==> src/rtl/pic_pkg.sv <==
// Shared types and the rotating-priority search used by the 8259 priority unit.
package pic_pkg;

  localparam int NUM_IR = 8;

  typedef logic [2:0] level_t;

  typedef enum logic {IDLE, ACK1} pic_state_e;

  // Walks from lowest to highest priority so the last hit is the winner.
  function automatic logic [3:0] rot_index(input logic [NUM_IR-1:0] vec, input level_t lp);
    logic [3:0] res;
    level_t     idx;
    res = 4'b0;
    for (int k = NUM_IR; k >= 1; k--) begin
      idx = lp + level_t'(k);
      if (vec[idx]) res = {1'b1, idx};
    end
    return res;
  endfunction

endpackage

==> src/rtl/pic_priority_resolver.sv <==
// Combinational rotating-priority encoder: highest set bit starting after lp_i.
module pic_priority_resolver
  import pic_pkg::*;
(
  input  logic [NUM_IR-1:0] vec_i,
  input  level_t            lp_i,
  output logic              found_o,
  output level_t            idx_o
);

  assign {found_o, idx_o} = rot_index(vec_i, lp_i);

endmodule

==> src/rtl/pic_priority_unit.sv <==
// 8259 interrupt front end: IRR capture, masking, priority resolution, ISR and EOI handling.
module pic_priority_unit
  import pic_pkg::*;
#(
  parameter int     SYNC_STAGES = 2,
  parameter level_t RESET_LP    = 3'd7
) (
  input  logic       CLK,
  input  logic       RST,
  input  logic [7:0] IR_IN,
  input  logic       LEVEL,
  input  logic [7:0] interrupt_mask,
  input  logic       INTA_,
  input  logic       AEOI,
  input  logic       R,
  input  logic       EOI_CMD,
  input  logic       SEOI_CMD,
  input  logic [2:0] EOI_LEVEL,
  input  logic       RIRR,
  input  logic       RISR,
  output logic       INTERNAL_INT,
  output logic [2:0] IR_NUM,
  output logic [7:0] IRR_OUT,
  output logic [7:0] ISR_OUT,
  output logic [7:0] READ_DATA
);

  logic [SYNC_STAGES-1:0][7:0] ir_sync_q;
  logic [SYNC_STAGES-1:0]      inta_sync_q;
  logic [7:0] ir_prev_q;
  logic       inta_prev_q;
  logic [7:0] irr_q, irr_d;
  logic [7:0] isr_q, isr_d;
  level_t     lp_q, lp_d;
  level_t     ir_num_q, ir_num_d;
  logic       int_q, int_d;
  logic       spur_q, spur_d;
  pic_state_e state_q, state_d;

  logic [7:0] ir_s;
  logic       inta_s;
  logic       inta_fall;
  logic [7:0] cand;
  logic       win_found, top_found;
  level_t     win_idx, top_idx;
  level_t     win_rank, top_rank;

  assign ir_s      = ir_sync_q[SYNC_STAGES-1];
  assign inta_s    = inta_sync_q[SYNC_STAGES-1];
  assign inta_fall = inta_prev_q & ~inta_s;
  assign cand      = irr_q & ~interrupt_mask;

  pic_priority_resolver u_cand_res (
    .vec_i  (cand),
    .lp_i   (lp_q),
    .found_o(win_found),
    .idx_o  (win_idx)
  );

  pic_priority_resolver u_isr_res (
    .vec_i  (isr_q),
    .lp_i   (lp_q),
    .found_o(top_found),
    .idx_o  (top_idx)
  );

  // Distance from the highest-priority slot; smaller means more urgent.
  assign win_rank = win_idx - lp_q - 3'd1;
  assign top_rank = top_idx - lp_q - 3'd1;

  always_comb begin
    state_d  = state_q;
    isr_d    = isr_q;
    lp_d     = lp_q;
    ir_num_d = ir_num_q;
    spur_d   = spur_q;
    int_d    = 1'b0;

    if (LEVEL) irr_d = ir_s;
    else       irr_d = (irr_q | (ir_s & ~ir_prev_q)) & ir_s;

    // EOI sees the pre-acknowledge ISR; a same-cycle ack set is applied afterwards.
    if (SEOI_CMD) begin
      isr_d[EOI_LEVEL] = 1'b0;
      if (R) lp_d = EOI_LEVEL;
    end else if (EOI_CMD && top_found) begin
      isr_d[top_idx] = 1'b0;
      if (R) lp_d = top_idx;
    end

    case (state_q)
      IDLE: begin
        if (inta_fall) begin
          state_d = ACK1;
          spur_d  = ~win_found;
          if (win_found) begin
            ir_num_d       = win_idx;
            isr_d[win_idx] = 1'b1;
            if (!LEVEL) irr_d[win_idx] = 1'b0;
          end else begin
            ir_num_d = 3'd7;
          end
        end else begin
          int_d = win_found && (!top_found || (win_rank < top_rank));
        end
      end
      ACK1: begin
        if (inta_fall) begin
          state_d = IDLE;
          if (AEOI && !spur_q) begin
            isr_d[ir_num_q] = 1'b0;
            if (R) lp_d = ir_num_q;
          end
        end
      end
      default: state_d = IDLE;
    endcase
  end

  always_ff @(posedge CLK) begin
    if (RST) begin
      ir_sync_q   <= '0;
      inta_sync_q <= '0;
      ir_prev_q   <= '0;
      inta_prev_q <= 1'b0;
      irr_q       <= '0;
      isr_q       <= '0;
      lp_q        <= RESET_LP;
      ir_num_q    <= '0;
      int_q       <= 1'b0;
      spur_q      <= 1'b0;
      state_q     <= IDLE;
    end else begin
      ir_sync_q   <= {ir_sync_q[SYNC_STAGES-2:0], IR_IN};
      inta_sync_q <= {inta_sync_q[SYNC_STAGES-2:0], INTA_};
      ir_prev_q   <= ir_s;
      inta_prev_q <= inta_s;
      irr_q       <= irr_d;
      isr_q       <= isr_d;
      lp_q        <= lp_d;
      ir_num_q    <= ir_num_d;
      int_q       <= int_d;
      spur_q      <= spur_d;
      state_q     <= state_d;
    end
  end

  assign INTERNAL_INT = int_q;
  assign IR_NUM       = ir_num_q;
  assign IRR_OUT      = irr_q;
  assign ISR_OUT      = isr_q;
  assign READ_DATA    = RISR ? isr_q : (RIRR ? irr_q : 8'h00);

endmodule

==> config.mk <==
export PLATFORM = sky130hd
export DESIGN_NAME = pic_priority_unit
export DESIGN_NICKNAME = d
export VERILOG_FILES = /design/src/rtl/pic_pkg.sv /design/src/rtl/pic_priority_resolver.sv /design/src/rtl/pic_priority_unit.sv
export SDC_FILE = /design/constraint.sdc
export NUM_CORES = 1
export LEC_CHECK = 0
export CORE_UTILIZATION = 55
export DETAILED_ROUTE_END_ITERATION = 10
export GPL_TIMING_DRIVEN = 1
export HOLD_SLACK_MARGIN = 0.1
export PLACE_DENSITY = 0.89
export SYNTH_ARGS = -nofsm -noshare
export SYNTH_HDL_FRONTEND = slang
export SYNTH_SLANG_ARGS = --single-unit
==> constraint.sdc <==
create_clock -name CLK -period 4.96 [get_ports CLK]
set_input_delay 1.488 -clock CLK [delete_from_list [all_inputs] [get_ports CLK]]
set_output_delay 1.488 -clock CLK [all_outputs]
set_load 0.01 [all_outputs]
## Word level (Yosys, flattened, before mapping)

Index checks and enable logic that the tools add are counted.

| storage, ports and cells | value |
|---|---|
| register bits | 52 |
| input bits | 29 |
| output and inout port bits | 28 |
| logic and storage cells | 153 |

| operators by class | value |
|---|---|
| $add $sub $neg | 11 |
| $lt $le $gt $ge | 17 |
| mux-type cells | 82 |
| bitwise logic cells | 19 |
| reduce and logical (&&, ||, !) cells | 12 |

Operators with widths:

| kind | count |
|---|---|
| 2-to-1 mux 8 bit | 13 |
| 2-to-1 mux 4 bit | 16 |
| AND 8 bit | 7 |
| binary-select mux 1 bit (select 3 bit) | 16 |
| less-than comparator 3 x 4 -> 1 bit, second input constant | 12 |
| NOT 8 bit | 6 |
| 2-to-1 mux 3 bit | 9 |
| 2-to-1 mux 1 bit | 22 |
| bitwise OR 8 bit | 2 |
| one-hot mux 8 bit (2 select lines) | 1 |
| adder 3 bit, second input constant | 4 |
| demux 1 bit (select 3 bit) | 4 |
| >= comparator 3 x 1 -> 1 bit, second input constant | 4 |
| logical AND 1 bit | 7 |
| adder 3 x 2 -> 3 bit, second input constant | 2 |
| subtractor 3 x 1 -> 3 bit, second input constant | 2 |
| subtractor 3 bit | 2 |
| adder 3 x 1 -> 3 bit, second input constant | 1 |
| less-than comparator 3 bit | 1 |
| NOT 1 bit | 3 |
| OR reduction 3 bit | 1 |
| logical NOT 1 bit | 2 |
| one-hot mux 1 bit (2 select lines) | 1 |
| AND reduction 2 bit | 1 |
| 2 further kinds | 2 |

## Depth between registers and ports, before layout

| depth | value |
|---|---|
| word-level depth | 22 |
| gate-level depth with buffers | 20 |
| depth with buffers taken out | 17 |

## By module

From an unflattened synthesis, not the netlist that was laid out.

| second synthesis, totals | value |
|---|---|
| cells, all modules | 441 |
| area total of the unflattened synthesis | 3818.7 µm² |

By module, submodules not included:

| module | instances | cells an instance | area each (µm²) |
|---|---|---|---|
| pic_priority_unit | 1 | 267 | 2332.2 |
| pic_priority_resolver | 2 | 87 | 743.2 |

## Worst setup path after synthesis

No wires, ideal clock.

| path | value |
|---|---|
| path type | register to register |
| start | reg lp_q[1] |
| end | reg int_q (netlist: INTERNAL_INT) |
| arrival | 4448 ps |
| required time | 4869 ps |
| path slack | 420 ps |
| stages on the path, launching flop included | 20 |
| buffers on the path | 2 |
| period minus slack after synthesis | 4540 ps |
| path through | dfxtp_1 > buf_2 > inv_1 > buf_1 > ha_1 > mux4_2 > mux2_2 > nand2b_1 > a21oi_1 > nor4_1 > a311o_1 > inv_1 > ha_1 > fa_1 > xor2_1 > xnor2_1 > ha_1 > nor2b_1 > o21ai_0 > nor4bb_1 |

| on the way | value |
|---|---|
| longest elaborated chain between the ends | 15 |
| elaborated cells on any way between the ends | 63 |
| those cells by class | 11 x add/sub; 1 x order compare; 48 x mux; 3 x reduce/logical |

RTL lines:

| item | RTL line | RTL |
|---|---|---|
| from (decl) | pic_priority_unit.sv:34 | `level_t lp_q, lp_d;` |
| from (signal assigned) | pic_priority_unit.sv:140 | `lp_q <= lp_d;` |
| adder 3 bit / binary-select mux 1 bit (select 3 bit) (equally long branches) | pic_pkg.sv:16, pic_pkg.sv:17 |  |
| binary-select mux 1 bit (select 3 bit) / 2-to-1 mux 1 bit (equally long branches) | pic_pkg.sv:17 | `if (vec[idx]) res = {1'b1, idx};` |
| 2-to-1 mux 1 bit (implied by the code) / 2-to-1 mux 4 bit (equally long branches) | pic_pkg.sv:17 |  |
| 2-to-1 mux 4 bit (7 in a row) | pic_pkg.sv:17 |  |
| subtractor 3 bit, on equally long branches | pic_priority_unit.sv:68, pic_priority_unit.sv:69 |  |
| subtractor 3 x 1 -> 3 bit, on equally long branches | pic_priority_unit.sv:68, pic_priority_unit.sv:69 |  |
| less-than comparator 3 bit | pic_priority_unit.sv:104 | `int_d = win_found && (!top_found \|\| (win_rank < top_rank));` |
| logical OR 1 bit | pic_priority_unit.sv:104 |  |
| logical AND 1 bit (*) | pic_priority_unit.sv:104 |  |
| to (signal assigned) | pic_priority_unit.sv:142 | `int_q <= int_d;` |
| to (decl) | pic_priority_unit.sv:36 | `logic int_q, int_d;` |

Every way passes the cells marked *; elsewhere a longest branch is shown, timed or not. The select of a mux whose other input is x is not followed.
A chain may end at the register's enable or synchronous reset.

## Worst setup path in the final report

| path | value |
|---|---|
| start | in interrupt_mask[4] |
| end | reg int_q (netlist: INTERNAL_INT) |

| on the way | value |
|---|---|
| longest elaborated chain between the ends | 17 |
| elaborated cells on any way between the ends | 31 |
| those cells by class | 2 x add/sub; 1 x order compare; 24 x mux; 2 x bitwise; 2 x reduce/logical |

RTL lines:

| item | RTL line | RTL |
|---|---|---|
| from (decl) | pic_priority_unit.sv:12 | `input logic [7:0] interrupt_mask,` |
| NOT 8 bit (*) | pic_priority_unit.sv:51 | `assign cand = irr_q & ~interrupt_mask;` |
| AND 8 bit (*) | pic_priority_unit.sv:51 |  |
| binary-select mux 1 bit (select 3 bit) | pic_pkg.sv:17 |  |
| 2-to-1 mux 1 bit (implied by the code) | pic_pkg.sv:17 |  |
| 2-to-1 mux 4 bit (7 in a row) | pic_pkg.sv:17 |  |
| 2-to-1 mux 4 bit (*) | pic_pkg.sv:17 |  |
| subtractor 3 bit | pic_priority_unit.sv:68 | `assign win_rank = win_idx - lp_q - 3'd1;` |
| subtractor 3 x 1 -> 3 bit | pic_priority_unit.sv:68 |  |
| less-than comparator 3 bit | pic_priority_unit.sv:104 |  |
| logical OR 1 bit | pic_priority_unit.sv:104 |  |
| logical AND 1 bit (*) | pic_priority_unit.sv:104 |  |

Marks and branches as above.

==> PnR_summary.wiki <==
{| class="wikitable"
! Metric !! Value
|-
| Biggest cell delay along the critical path || 0.53 ns
|-
| Global-route wire length before repair || 18.7 mm
|-
| Worst hold path type || reg -> reg
|-
| Kind of critical path || in -> reg
|-
| Final Cell Area || 5120 um^2
|-
| Run status || finished, final reports clean
|-
| Via count of the first global-routing pass || 3,862
|-
| Effective utilization at floorplan || 0.574
|-
| Sequence of cells on the critical path || clkdlybuf4s50_1 > nor2b_2 > mux4_2 > mux2i_1 > o21ai_1 > a211o_1 > o211ai_2 > inv_1 > ha_1 > fa_2 > xnor2_1 > xnor2_1 > ha_1 > nor2b_1 > o21ai_1 > nor4bb_2
|-
| Buffer depth of the longest clock path || 2
|-
| Buffers and inverters on the worst path || 2
|-
| Clock sink total || 52
|-
| Total length of routed wires || 11.8 mm
|-
| Total via count in the routed design || 4,123
|-
| Kind of end point of the critical path || flip-flop
|-
| Slew headroom || 0.450
|-
| Post-synthesis async set-or-reset flop share || 0
|-
| Max-slew violation count || 0
|-
| Drt initial violations || 352
|-
| Average instance area after synthesis || 8.73 um^2
|-
| CTS H-Tree Depth || 2
|-
| Max Clock Freq || 206 MHz
|-
| Cell types occupying the most area after synthesis || dfxtp_1 25%, mux4_2 12%, nor2b_1 6.4%
|-
| Post-synth EDFFs || 0
|-
| Power density over cell area || 188 nW/um^2
|-
| FP Rows || 31
|-
| Buffer cell driving the clock tree root || clkbuf_8
|-
| Number of antenna violations at the first check in global routing || 0
|-
| Placeable core region || 7290 um^2
|-
| Largest net degree at the start of global routing || 45
|-
| Yosys top cell by area || dfxtp_1
|-
| Remaining antenna violation count after routing || 0
|-
| PnR Total Power || 0.000963 W
|-
| Mapped cell area || 4180 um^2
|-
| Largest delay contributor family on the critical path || adder cells
|-
| Horizontal extent of the die || 89.2 um
|-
| Area of the multi-input gates || 3040 um^2
|-
| Max-cap violations || 0
|-
| Number of fill cells || 579
|-
| Setup slack after placement || -0.308 ns
|-
| Fraction of layout cells with a size suffix above 1 || 0.172
|-
| Number of ports placed on the die boundary || 57
|-
| Total placed instance area || 4930 um^2
|-
| Clock latency on the worst-skew pair || 0.31 ns
|-
| IO buf count || 56
|-
| Part of the Yosys area used for sequential elements || 0.249
|-
| Post-route worst setup slack || 0.110 ns
|-
| Number of hold-slack violations in the final timing report || 0
|-
| Half-perimeter wire length after placement || 8.63 mm
|-
| Yosys warning count || 0
|-
| Standby leakage power || 1.96 nW
|-
| Final Skew || 0.00661 ns
|-
| Congestion Overflow GR || 0
|-
| Sequential standard cell area || 1040 um^2
|-
| Slack of the worst reg-to-reg path || 0.32 ns
|-
| Avg Vias per Cell || 6.44
|-
| Reg clk slew, reported paths || 0.10 ns
|-
| First-pass DRT Iterations || 5
|-
| Full die area || 7960 um^2
|-
| Die boundary height || 89.2 um
|-
| RePlAce Congestion || 0.978
|-
| Critical path's slowest cell || clkdlybuf4s50_1
|-
| Post-route DRC violation count || 0
|-
| Period utilisation layout || 0.978
|-
| Slew at the pin with the worst max-slew slack || 0.824 ns
|-
| Post-Synthesis Cells || 479
|-
| Data arrival at the endpoint of the critical path || 5.08 ns
|-
| Synthesis-to-finish area growth || 22.5%
|-
| Prevailing post-synth register cell || dfxtp_1
|-
| Yosys cell types || 72
|-
| Number of synthesized register bits || 52
|-
| Hold buffer count at cts || 0
|-
| Synthesized net count || 517
|-
| Global-route total usage across every layer || 0.305
|-
| Most frequently used cell type in the post-synthesis netlist || nand2_1
|-
| Startpoint class of the critical path || input port
|-
| Number of endpoints failing setup at the final stage || 0
|-
| Top post-synthesis cells by count || 61 x nand2_1, 52 x dfxtp_1, 43 x nor2b_1, 39 x nor2_1, 23 x mux4_2
|-
| Clock tree from TritonCTS || built
|-
| Worst Path Required || 5.19 ns
|-
| Final net count || 578
|-
| Cts bufs inserted || 5
|-
| Post-route minimum period || 4.85 ns
|-
| Mean routed wirelength per cell || 18.5 um
|-
| Peak supply drop || 0.000285 V
|-
| Fraction of synthesized cell area taken by the top area cell type || 0.249
|-
| Antenna Cells || 0
|-
| Critical Path Fanout Max || 5
|}
==> logic make-up after synthesis <==
logic type	share of synthesized area
XOR/XNOR	0.0224
buffers and inverters	0.0416
AO/OA/AOI/OAI	0.166
adder cells (fa/ha/maj)	0.0305
AND/OR/NAND/NOR	0.276
multiplexers	0.215
flip-flops	0.249
==> cells in the final DEF (no fill, tap or decap), types with 4 or more instances in the layout <==
cell type        instances
ha_1                     7
nor2b_4                  5
nand2_1                 61
inv_1                   10
o211ai_1                 4
nor3_1                   8
and2_1                   5
a21oi_1                 22
clkbuf_8                 5
nand2b_1                13
clkdlybuf4s50_1         52
nor2b_1                 35
dfxtp_1                 52
xnor2_1                  5
a221oi_1                 4
nand4b_1                 4
o21a_1                   4
nand3_1                 12
a211oi_1                 4
dlymetal6s2s_1           4
nor2_1                  39
a31oi_1                  6
o2bb2ai_1                4
nor3b_1                  9
mux2_2                   6
mux2i_1                 19
o21ai_1                  4
mux4_2                  23
o21ai_0                 13
buf_4                   25
==> state kept, by name, summed over array words and instances (netlist names) <==
signal	count
ir_sync_q	8
ir_s	8
state_q	1
IRR_OUT	8
IR_NUM	3
ir_prev_q	8
lp_q	3
ISR_OUT	8
inta_sync_q	2
INTERNAL_INT	1
inta_prev_q	1
spur_q	1
==> worst paths after layout <==
kind / startpoint / end / cells past startpoint
hold reg to reg: ir_sync_q[4]$_SDFF_PP0_ / ir_s[4]$_SDFF_PP0_ / 1
hold / removal: ir_sync_q[4]$_SDFF_PP0_ / ir_s[4]$_SDFF_PP0_ / 1
setup / recovery: interrupt_mask[4] / INTERNAL_INT$_SDFF_PP0_ / 16
setup reg to reg: lp_q[0]$_SDFF_PP1_ / INTERNAL_INT$_SDFF_PP0_ / 18
==> timing repair <==
| item | in CTS | in global routing |
|---|---|---|
| setup buffers | 0 | 1 |
| endpoints found under the setup margin | 0 | 1 |
| gates resized for setup | 0 | 26 |
==> routing by layer <==
layer / part of all wire / GRT usage
met1: 0.39 / 0.373
met4: 0.031 / 0.115
met5: 0 / 0
met3: 0.079 / 0.0443
met2: 0.50 / 0.545
==> report_power, final <==
part	internal [W]	switching, W
sequential	0.000432	0.0000127
combinational	0.000122	0.000141
clock	0.000107	0.000149
==> area by class of cell <==
class,instances,share of cell area
clock buffer,5,0.0134
multi-input combinational,388,0.594
sequential,52,0.203
inverter,11,0.00806
clock inverter,3,0.00562
timing repair buffer,82,0.152
tap,99,0.0242
==> through the flow <==
| stage | hold WS (ns) | util | setup TNS (ns) | instances |
|---|---|---|---|---|
| after floorplan | 0.414 | - | 0 | 479 |
| after global placement | 0.416 | 0.677 | -0.0584 | 631 |
| after detailed placement | 0.425 | 0.677 | -0.308 | 631 |
| after CTS | 0.450 | 0.690 | 0 | 639 |
| after global routing | 0.463 | 0.702 | -0.0351 | 640 |
| final | 0.444 | 0.702 | 0 | 640 |
==> worst register-to-register path: stages (launching register included) <==
cell	delay, ns
dfxtp_1	0.35
buf_4	0.44
ha_1	0.48
xor2_1	0.12
buf_4	0.21
and2_1	0.16
a21oi_1	0.22
a21oi_1	0.10
nor4_1	0.22
a311o_1	0.37
inv_1	0.18
ha_1	0.23
fa_1	0.41
xor2_1	0.16
xnor2_1	0.14
ha_1	0.29
nor2b_1	0.13
o21ai_1	0.16
nor4bb_2	0.20
(Power assumes the default switching activity.)
